<file path="src/rtl/pmcc_sup_pkg.sv">
// -----------------------------------------------------------------------------
// pmcc_sup_pkg
// Shared types and constants for the PMCC coprocessor supervisor.
//   CNT_W_DEF : default width of trigger period/count and watchdog counters
//   state_e   : supervisor FSM state encoding
// -----------------------------------------------------------------------------
package pmcc_sup_pkg;

  localparam int CNT_W_DEF = 16;

  typedef enum logic [2:0] {
    ST_IDLE,
    ST_RUN,
    ST_TRIG_DLY,
    ST_TRIG,
    ST_DONE
  } state_e;

endpackage

</file>
<file path="src/rtl/pmcc_sup_timer.sv">
// -----------------------------------------------------------------------------
// pmcc_sup_timer
// Loadable down-counter with zero flag. Load has priority over decrement;
// decrementing stops at zero.
//   clk, rst_n  : clock, async active-low reset (count clears to 0)
//   load_i      : load load_val_i this cycle
//   load_val_i  : value to load
//   dec_i       : decrement this cycle (ignored when already zero)
//   zero_o      : count is zero
// -----------------------------------------------------------------------------
module pmcc_sup_timer
  import pmcc_sup_pkg::*;
#(
  parameter int W = CNT_W_DEF
) (
  input  logic         clk,
  input  logic         rst_n,
  input  logic         load_i,
  input  logic [W-1:0] load_val_i,
  input  logic         dec_i,
  output logic         zero_o
);

  logic [W-1:0] cnt_q;

  // NOTE: sequential state is updated with non-blocking assignments only, so
  // every flop samples the pre-edge values regardless of block ordering.
  always_ff @(posedge clk or negedge rst_n) begin
    if (!rst_n) begin
      cnt_q <= '0;
    end else if (load_i) begin
      cnt_q <= load_val_i;
    end else if (dec_i && (cnt_q != '0)) begin
      cnt_q <= cnt_q - W'(1);
    end
  end

  assign zero_o = (cnt_q == '0);

endmodule

</file>
<file path="src/rtl/pmcc_supervisor.sv">
// -----------------------------------------------------------------------------
// pmcc_supervisor
// Launches a coprocessor program, paces its wait/trigger handshake, guards it
// with a watchdog and arbitrates the code RAM between CPU and coprocessor.
//   clk, rst_n                        : clock, async active-low reset
//   start, stop                       : launch (IDLE only) / abort (while running)
//   trig_period, trig_count, wdt_limit: run configuration, sampled at start
//   cpu_req / cpu_gnt                 : CPU code-RAM request / grant
//   code_sel                          : code-RAM mux, 0 = CPU, 1 = coprocessor
//   pmcc_rst_n                        : registered active-low coprocessor reset
//   waitt                             : coprocessor is executing a wait
//   trigger                           : registered one-cycle trigger pulse
//   busy, done, err_wdt, aborted      : status (done pulses, errors sticky)
//   trig_issued                       : triggers issued in the current/last run
// -----------------------------------------------------------------------------
module pmcc_supervisor
  import pmcc_sup_pkg::*;
#(
  parameter int CNT_W = CNT_W_DEF
) (
  input  logic             clk,
  input  logic             rst_n,
  input  logic             start,
  input  logic             stop,
  input  logic [CNT_W-1:0] trig_period,
  input  logic [CNT_W-1:0] trig_count,
  input  logic [CNT_W-1:0] wdt_limit,
  input  logic             cpu_req,
  output logic             cpu_gnt,
  output logic             code_sel,
  output logic             pmcc_rst_n,
  output logic             trigger,
  input  logic             waitt,
  output logic             busy,
  output logic             done,
  output logic             err_wdt,
  output logic             aborted,
  output logic [CNT_W-1:0] trig_issued
);

  state_e           state_q, state_d;
  logic [CNT_W-1:0] period_q, count_q, limit_q;
  logic [CNT_W-1:0] issued_q, issued_d;
  logic             err_wdt_q, err_wdt_d;
  logic             aborted_q, aborted_d;
  logic             pmcc_rst_n_q, trigger_q, done_q;
  logic             accept;
  logic             dly_load, dly_dec, dly_zero;
  logic             wdt_load, wdt_dec, wdt_zero;
  logic [CNT_W-1:0] wdt_load_val;

  // Both timers transition when they read zero, so they are loaded with the
  // programmed value minus one: a delay of N gives N idle cycles, a watchdog
  // limit of N trips after N non-waiting cycles. 0 and 1 behave alike.
  function automatic logic [CNT_W-1:0] dec1(input logic [CNT_W-1:0] v);
    return (v == '0) ? '0 : v - CNT_W'(1);
  endfunction

  // The first watchdog load happens in the start cycle, before limit_q is set.
  assign wdt_load_val = accept ? dec1(wdt_limit) : dec1(limit_q);

  pmcc_sup_timer #(.W(CNT_W)) u_dly_timer (
    .clk       (clk),
    .rst_n     (rst_n),
    .load_i    (dly_load),
    .load_val_i(dec1(period_q)),
    .dec_i     (dly_dec),
    .zero_o    (dly_zero)
  );

  pmcc_sup_timer #(.W(CNT_W)) u_wdt_timer (
    .clk       (clk),
    .rst_n     (rst_n),
    .load_i    (wdt_load),
    .load_val_i(wdt_load_val),
    .dec_i     (wdt_dec),
    .zero_o    (wdt_zero)
  );

  // NOTE: every signal driven here gets a default first so no path through
  // the case statement can leave it unassigned and infer a latch.
  always_comb begin
    state_d   = state_q;
    issued_d  = issued_q;
    err_wdt_d = err_wdt_q;
    aborted_d = aborted_q;
    accept    = 1'b0;
    dly_load  = 1'b0;
    dly_dec   = 1'b0;
    wdt_load  = 1'b0;
    wdt_dec   = 1'b0;

    unique case (state_q)
      ST_IDLE: begin
        // stop is meaningless here and is dropped, even alongside start.
        if (start) begin
          state_d   = ST_RUN;
          accept    = 1'b1;
          issued_d  = '0;
          err_wdt_d = 1'b0;
          aborted_d = 1'b0;
          wdt_load  = 1'b1;
        end
      end
      ST_RUN: begin
        if (stop) begin
          state_d   = ST_IDLE;
          aborted_d = 1'b1;
        end else if (waitt) begin
          wdt_load = 1'b1;
          if (issued_q < count_q) begin
            state_d  = ST_TRIG_DLY;
            dly_load = 1'b1;
          end else begin
            state_d = ST_DONE;
          end
        end else if ((limit_q != '0) && wdt_zero) begin
          state_d   = ST_IDLE;
          err_wdt_d = 1'b1;
        end else begin
          wdt_dec = 1'b1;
        end
      end
      ST_TRIG_DLY: begin
        if (stop) begin
          state_d   = ST_IDLE;
          aborted_d = 1'b1;
        end else if (dly_zero) begin
          // Count the trigger as it is entered so trig_issued and trigger
          // rise together.
          state_d  = ST_TRIG;
          issued_d = (issued_q == '1) ? issued_q : issued_q + CNT_W'(1);
        end else begin
          dly_dec = 1'b1;
        end
      end
      ST_TRIG: begin
        if (stop) begin
          state_d   = ST_IDLE;
          aborted_d = 1'b1;
        end else begin
          state_d  = ST_RUN;
          wdt_load = 1'b1;
        end
      end
      ST_DONE: state_d = ST_IDLE;
      default: state_d = ST_IDLE;
    endcase
  end

  always_ff @(posedge clk or negedge rst_n) begin
    if (!rst_n) begin
      state_q      <= ST_IDLE;
      issued_q     <= '0;
      err_wdt_q    <= 1'b0;
      aborted_q    <= 1'b0;
      pmcc_rst_n_q <= 1'b0;
      trigger_q    <= 1'b0;
      done_q       <= 1'b0;
    end else begin
      state_q      <= state_d;
      issued_q     <= issued_d;
      err_wdt_q    <= err_wdt_d;
      aborted_q    <= aborted_d;
      // Outputs registered from the next state so they align with state_q.
      pmcc_rst_n_q <= (state_d != ST_IDLE);
      trigger_q    <= (state_d == ST_TRIG);
      done_q       <= (state_d == ST_DONE);
    end
  end

  // NOTE: configuration registers are reset too; they are plain flops, not a
  // memory array, and a known value keeps reset state fully deterministic.
  always_ff @(posedge clk or negedge rst_n) begin
    if (!rst_n) begin
      period_q <= '0;
      count_q  <= '0;
      limit_q  <= '0;
    end else if (accept) begin
      period_q <= trig_period;
      count_q  <= trig_count;
      limit_q  <= wdt_limit;
    end
  end

  // Grant drops in the very cycle start is accepted; code_sel follows the
  // coprocessor reset release so the mux never switches early.
  assign cpu_gnt     = (state_q == ST_IDLE) && cpu_req && !start;
  assign code_sel    = pmcc_rst_n_q;
  assign pmcc_rst_n  = pmcc_rst_n_q;
  assign trigger     = trigger_q;
  assign busy        = (state_q != ST_IDLE);
  assign done        = done_q;
  assign err_wdt     = err_wdt_q;
  assign aborted     = aborted_q;
  assign trig_issued = issued_q;

endmodule

</file>
<file path="config.mk">
export PLATFORM = sky130hd
export DESIGN_NAME = pmcc_supervisor
export DESIGN_NICKNAME = d
export VERILOG_FILES = /design/src/rtl/pmcc_sup_pkg.sv /design/src/rtl/pmcc_sup_timer.sv /design/src/rtl/pmcc_supervisor.sv
export SDC_FILE = /design/constraint.sdc
export NUM_CORES = 1
export LEC_CHECK = 0
export CORE_UTILIZATION = 50
export DETAILED_ROUTE_END_ITERATION = 7
export PLACE_DENSITY = 0.75
export SLEW_MARGIN = 20
export SYNTH_ARGS = -nofsm -noshare
export SYNTH_HDL_FRONTEND = slang
export SYNTH_HIERARCHICAL = 1
export SYNTH_SLANG_ARGS = --single-unit
</file>
<file path="constraint.sdc">
create_clock -name clk -period 2.6 [get_ports clk]
set_clock_uncertainty 0.05 [all_clocks]
set_input_delay 0.78 -clock clk [delete_from_list [all_inputs] [get_ports clk]]
set_output_delay 0.78 -clock clk [all_outputs]
set_load 0.01 [all_outputs]
</file>
---- After elaboration in Yosys (flattened, before gate mapping) ----
Cells that the tools add are included.
word-level totals
  output and inout bits ................... 24
  flip-flop bits (word level) ............. 104
  input port bits ......................... 54
operators by class
  add/sub/neg operators ................... 6
  reductions and logical operators ........ 26
  $lt $le $gt $ge ......................... 1
  equal/unequal tests ..................... 14
  muxes and demuxes ....................... 46
operator list
  operator               number
  $mux 16                12
  $logic_not 16->1       5
  $sub 16x1->16 const B  5
  $reduce_bool 16->1     3
  $pmux 16 s2            1
  $mux 1                 22
  $mux 3                 7
  $add 16x1->16 const B  1
  $eq 16x16->1 const B   1
  $lt 16x16->1           1
  $ne 2x2->1 const B     7
  $pmux 3 s4             1
  $reduce_and 5->1       2
  $reduce_bool 2->1      5
  $eq 3x2->1 const B     3
  $reduce_bool 3->1      2
  $logic_and 1x1->1      5
  $pmux 1 s2             2
  $eq 3x1->1 const B     1
  $eq 3x3->1 const B     1
  $logic_not 3->1        1
  $pmux 1 s3             1
  $reduce_and 3->1       1
  $reduce_or 3->1        1
  other kinds (2)        2

---- Longest topological paths before layout ----
  depth in word-level cells ............... 9
  mapped depth ............................ 12

---- By module ----
Netlist, hierarchy kept.
by module, submodules not included
  module           area each (sq um)  times used  seq. area each (sq um)  cells an instance
  pmcc_supervisor  4460.5             1           1801.7                  537
  pmcc_sup_timer   1063.5             2           400.4                   124

---- Worst setup path after synthesis ----
No wires, ideal clock.
  path type ............................... register to register
  from .................................... register limit_q[8]
  to ...................................... register u_wdt_timer.cnt_q[11]
  path slack .............................. -269 ps
  arrival ................................. 2737 ps
  period minus slack after synthesis ...... 2869 ps
  library setup time ...................... 82 ps
  stages on the path, launching flop included .. 9
  cell sequence ........................... dfrtp_1 or4_1 nor2_1 nand3_1 a21boi_1 nor4b_1 nand2_1 or4_1 a31oi_1
on the way
  cells in the longest elaborated chain, start to end .. 8
  elaborated cells between the ends (all ways) .. 13
RTL lines
  item                         line                    source
  from (decl)                  pmcc_supervisor.sv:42   logic [CNT_W-1:0] period_q, count_q, limit_q;
  from (signal assigned)       pmcc_supervisor.sv:182  limit_q <= wdt_limit;
  $reduce_bool 16->1           pmcc_supervisor.sv:117  end else if ((limit_q != '0) && wdt_zero) begin
  $logic_and 1x1->1            pmcc_supervisor.sv:117
  $mux 1                       pmcc_supervisor.sv:117
  $mux 1                       pmcc_supervisor.sv:109  end else if (waitt) begin
  $mux 1                       pmcc_supervisor.sv:106  if (stop) begin
  $mux 1                       pmcc_supervisor.sv:93   unique case (state_q)
  net wdt_dec                  pmcc_supervisor.sv:49   logic wdt_load, wdt_dec, wdt_zero;
  $logic_and 1x1->1            pmcc_sup_timer.sv:33    end else if (dec_i && (cnt_q != '0)) begin
  $reduce_bool 2->1 (no line)  -
  to (signal assigned)         pmcc_sup_timer.sv:32    cnt_q <= load_val_i;
  to (signal assigned)         pmcc_sup_timer.sv:34    cnt_q <= cnt_q - W'(1);
  to (decl)                    pmcc_sup_timer.sv:24    logic [W-1:0] cnt_q;
The timed path passes the listed nets, and every way through them passes these cells.
A chain may end at the register's enable or synchronous reset.

---- Final worst setup path ----
  from .................................... register limit_q[7]
  to ...................................... register u_wdt_timer.cnt_q[11]
The elaborated chain is that of the path after synthesis.

==> metrics.txt <==
# TYPE chip_impl_metric gauge
chip_impl_metric{name="synth_seq_area_share",unit="%"} 39.5
chip_impl_info{name="synth.top_cells.by_count",value="158 x nand2_1, 104 x dfrtp_1, 68 x nor2_1"} 1
chip_impl_metric{name="seq_area",unit="um2"} 2610
chip_impl_metric{name="timing.hold.ws",unit="ns"} 0.382
chip_impl_metric{name="synthDistinctLibCells",unit=""} 70
chip_impl_info{name="cts-root-buf",value="clkbuf_16"} 1
chip_impl_metric{name="max_cap_violations",unit=""} 0
chip_impl_metric{name="viasPerCell",unit=""} 5.75
chip_impl_metric{name="grt_usage",unit="%"} 28.7
chip_impl_metric{name="drt_iter0_markers",unit=""} 409
chip_impl_metric{name="post_layout_nonfiller_instances",unit=""} 1145
chip_impl_info{name="postSynth.topFlopCell",value="dfrtp_1"} 1
chip_impl_metric{name="post_synth_top_area_share",unit="%"} 39.5
chip_impl_metric{name="die_h",unit="um"} 117
chip_impl_metric{name="required",unit="ns"} 2.83
chip_impl_metric{name="totalWireLength",unit="mm"} 18.8
chip_impl_metric{name="synth-async-reset-ratio",unit="%"} 100
chip_impl_metric{name="num-nets-final",unit=""} 1045
chip_impl_metric{name="gate_count_post_synth",unit=""} 785
chip_impl_info{name="outcome",value="finished, violations left"} 1
chip_impl_info{name="synth_largest_area_cell",value="dfrtp_1"} 1
chip_impl_metric{name="firstDrtPassIters",unit=""} 7
chip_impl_metric{name="setup_ws",unit="ns"} -0.00973
chip_impl_metric{name="grt_pass1_wl",unit="mm"} 30.2
chip_impl_metric{name="cts_inserted_buffers",unit=""} 9
chip_impl_metric{name="finalWorstPathRequiredPeriod",unit="ns"} 2.61
chip_impl_metric{name="crit_fanout",unit=""} 5
chip_impl_metric{name="num_antenna_cells",unit=""} 0
chip_impl_info{name="critical_path.startpoint_type",value="register"} 1
chip_impl_metric{name="pin_count_of_the_biggest_net_entering_global_routing",unit=""} 41
chip_impl_metric{name="multiInputGateArea",unit="um2"} 3910
chip_impl_metric{name="max_slew.worst_pin.slew",unit="ns"} 0.592
chip_impl_info{name="crit_type",value="register to register"} 1
chip_impl_metric{name="maximum_vdd_ir_drop",unit="V"} 0.000363
chip_impl_metric{name="number_of_synthesized_register_bits",unit=""} 104
chip_impl_metric{name="grt.overflow.total",unit=""} 0
chip_impl_metric{name="core.rowCount",unit=""} 41
chip_impl_metric{name="synth.cell_area",unit="um2"} 6590
chip_impl_metric{name="fin_crit_sh",unit="%"} 100
chip_impl_info{name="failing_checks",value="setup timing"} 1
chip_impl_metric{name="placed_cells",unit=""} 1117
chip_impl_metric{name="wl_per_cell",unit="um"} 16.4
chip_impl_metric{name="clock_latency",unit="ns"} 0.36
chip_impl_metric{name="slew_headroom",unit="%"} 60.2
chip_impl_metric{name="fraction_of_layout_instances_using_a_drive_strength_above_1",unit="%"} 21.3
chip_impl_metric{name="timing.final.hold_violations",unit=""} 0
chip_impl_metric{name="dp.final_hpwl",unit="mm"} 14.0
chip_impl_metric{name="syn2layout_area_growth",unit="%"} 35.7
chip_impl_metric{name="power-per-cell-area",unit="nW/um2"} 779
chip_impl_metric{name="cts_htree_levels",unit=""} 3
chip_impl_metric{name="io_pins",unit=""} 78
chip_impl_metric{name="synth_fp_nets",unit=""} 861
chip_impl_info{name="tritoncts",value="yes"} 1
chip_impl_metric{name="port_buffers",unit=""} 77
chip_impl_metric{name="routabilityCongestion",unit=""} 0.933
chip_impl_metric{name="final_core_utilization",unit="%"} 70.2
chip_impl_metric{name="via_count_of_the_first_global_routing_pass",unit=""} 6327
chip_impl_metric{name="core-area",unit="um2"} 12700
chip_impl_metric{name="synth_area_per_cell",unit="um2"} 8.39
chip_impl_metric{name="die-width",unit="um"} 117
chip_impl_metric{name="floorplan.initialDensity",unit="%"} 51.8
chip_impl_metric{name="synth-warning-count",unit=""} 6
chip_impl_metric{name="worst_path_arrival_time",unit="ns"} 2.84
chip_impl_info{name="synthMostInstantiatedCell",value="nand2_1"} 1
chip_impl_metric{name="fillers",unit=""} 1020
chip_impl_metric{name="cts_max_path_buffers",unit=""} 2
chip_impl_metric{name="timing.final.max_slew_violations",unit=""} 0
chip_impl_info{name="critical_path.cell_chain",value="or4_4 > nor2_4 > nand3_4 > a21boi_4 > nor4b_4 > nand2_2 > or4_1 > a31oi_1"} 1
chip_impl_metric{name="antenna_violations_before_repair",unit=""} 0
chip_impl_metric{name="floorplan.die_area",unit="um2"} 13600
chip_impl_metric{name="path_clk_slew",unit="ns"} 0.07
chip_impl_metric{name="cp_slowest_stage_delay",unit="ns"} 0.55
chip_impl_metric{name="maxClockFrequency",unit="GHz"} 0.383
chip_impl_metric{name="setup-violations-final",unit=""} 1
chip_impl_info{name="critPathCaptureType",value="register"} 1
chip_impl_info{name="hold_path.class",value="input pin to async pin"} 1
chip_impl_metric{name="remaining_drc_errors",unit=""} 0
chip_impl_metric{name="vias",unit=""} 6587
chip_impl_metric{name="power_after_layout",unit="mW"} 6.96
chip_impl_metric{name="numClockSinks",unit=""} 104
chip_impl_metric{name="postRouteAntennaNets",unit=""} 0
chip_impl_info{name="slowest_stage",value="or4_4"} 1
chip_impl_metric{name="synth-edff-count",unit=""} 0
chip_impl_metric{name="fin_tns_setup",unit="ns"} -0.00973
chip_impl_info{name="yosys-top-cells-area",value="dfrtp_1 40%, nand2_1 9.0%, xnor2_1 4.3%, ha_1 4.2%, nor2_1 3.9%"} 1
chip_impl_info{name="rsz0062_at_grt",value="yes"} 1
chip_impl_metric{name="cts_hold_repair.buffers",unit=""} 0
chip_impl_metric{name="total_leakage_power",unit="nW"} 3.88
==> logic make-up after synthesis <==
| kind of cell | Yosys count | share of synthesized area (%) |
|---|---|---|
| simple gates | 387 | 30.0 |
| compound gates | 147 | 14.3 |
| flops | 104 | 39.5 |
| buf+inv | 70 | 4.46 |
| xor+xnor | 42 | 5.58 |
| fa+ha+maj | 22 | 4.18 |
| mux | 13 | 2.03 |
==> final timing paths <==
check	start	endpoint	slack (ns)	cells after the start
hold reg to reg	count_q[0]$_DFFE_PN0P_	count_q[0]$_DFFE_PN0P_	0.46	2
max in group asynchronous	rst_n	state_q[1]$_DFF_PN0_	1.54	2
hold / removal	rst_n	u_dly_timer/cnt_q[10]$_DFFE_PN0P_	0.38	1
min in group clk	count_q[0]$_DFFE_PN0P_	count_q[0]$_DFFE_PN0P_	0.46	2
setup / recovery	limit_q[7]$_DFFE_PN0P_	u_wdt_timer/cnt_q[11]$_DFFE_PN0P_	-0.01	8
setup reg to reg	limit_q[7]$_DFFE_PN0P_	u_wdt_timer/cnt_q[11]$_DFFE_PN0P_	-0.01	8
==> placed cells by master, fill, tap and decap left out, types with 9 or more instances in the layout <==
cell type,count
nand2_1,156
buf_4,121
dfrtp_1,102
clkdlybuf4s50_1,72
nor2_1,64
o21ai_0,41
inv_1,37
xnor2_1,32
a21oi_1,27
ha_1,22
nor3_1,20
nand3_1,16
nor4_1,15
a31oi_1,15
nand4_1,13
o22ai_1,12
o21ai_1,12
nor2b_1,11
or3_1,11
or4_1,11
mux2i_1,10
xor2_1,10
clkbuf_16,9
==> area by class of cell <==
type	instances	share of cell area [%]
multi-input combinational	611	43.8
sequential	104	29.2
timing repair buffer	203	19.7
clock buffer	10	2.67
tap	172	2.41
inverter	39	1.67
clock inverter	5	0.546
timing repair inverter	1	0.0840
==> worst max-delay path: cells and delay by family, from the launching register on <==
| family | cells | cell delay (ns) |
|---|---|---|
| AOI/OAI and AO/OA | 2 | 0.38 |
| DFF | 1 | 0.38 |
| and+or+nand+nor | 6 | 1.72 |
==> routing by layer <==
metal / up-vias / global-route usage (%) / routed length (um)
met5: - / 0 / 0
met4: 0 / 9.28 / 365
met3: 36 / 6.02 / 1120
met2: 235 / 48.1 / 9190
met1: 3164 / 37.3 / 8100
li1: 3152 / - / -
==> report_power, final <==
| part | internal [mW] | total [mW] | leakage [nW] | switching [mW] |
|---|---|---|---|---|
| registers | 2.13 | 2.67 | 1.30 | 0.543 |
| clock network | 0.692 | 1.34 | 0.143 | 0.649 |
| logic | 1.39 | 2.95 | 2.44 | 1.56 |
| total | 4.22 | 6.96 | 3.88 | 2.75 |
==> state kept, by name (all words and copies together), names as in the netlist, 3 cells and up <==
name               count
trig_issued           16
u_wdt_timer/cnt_q     16
limit_q               16
u_dly_timer/cnt_q     16
state_q                3
period_q              16
count_q               16
==> what timing repair did <==
item	CTS	global route
resized for setup	15	31
hold endpoints to repair	0	0
pin swaps	6	12
setup endpoints to repair	18	40
setup buffers	6	6
gates cloned	0	1
==> through the flow <==
step | cell area (um2) | worst slack (ns)
global placement | 8360 | -0.544
finish | 8940 | -0.00973
floorplan | 6630 | 0.0153
CTS | 8750 | -0.00946
detailed placement | 8360 | -0.626
global route | 8940 | -0.111
(Power assumes the default switching activity.)
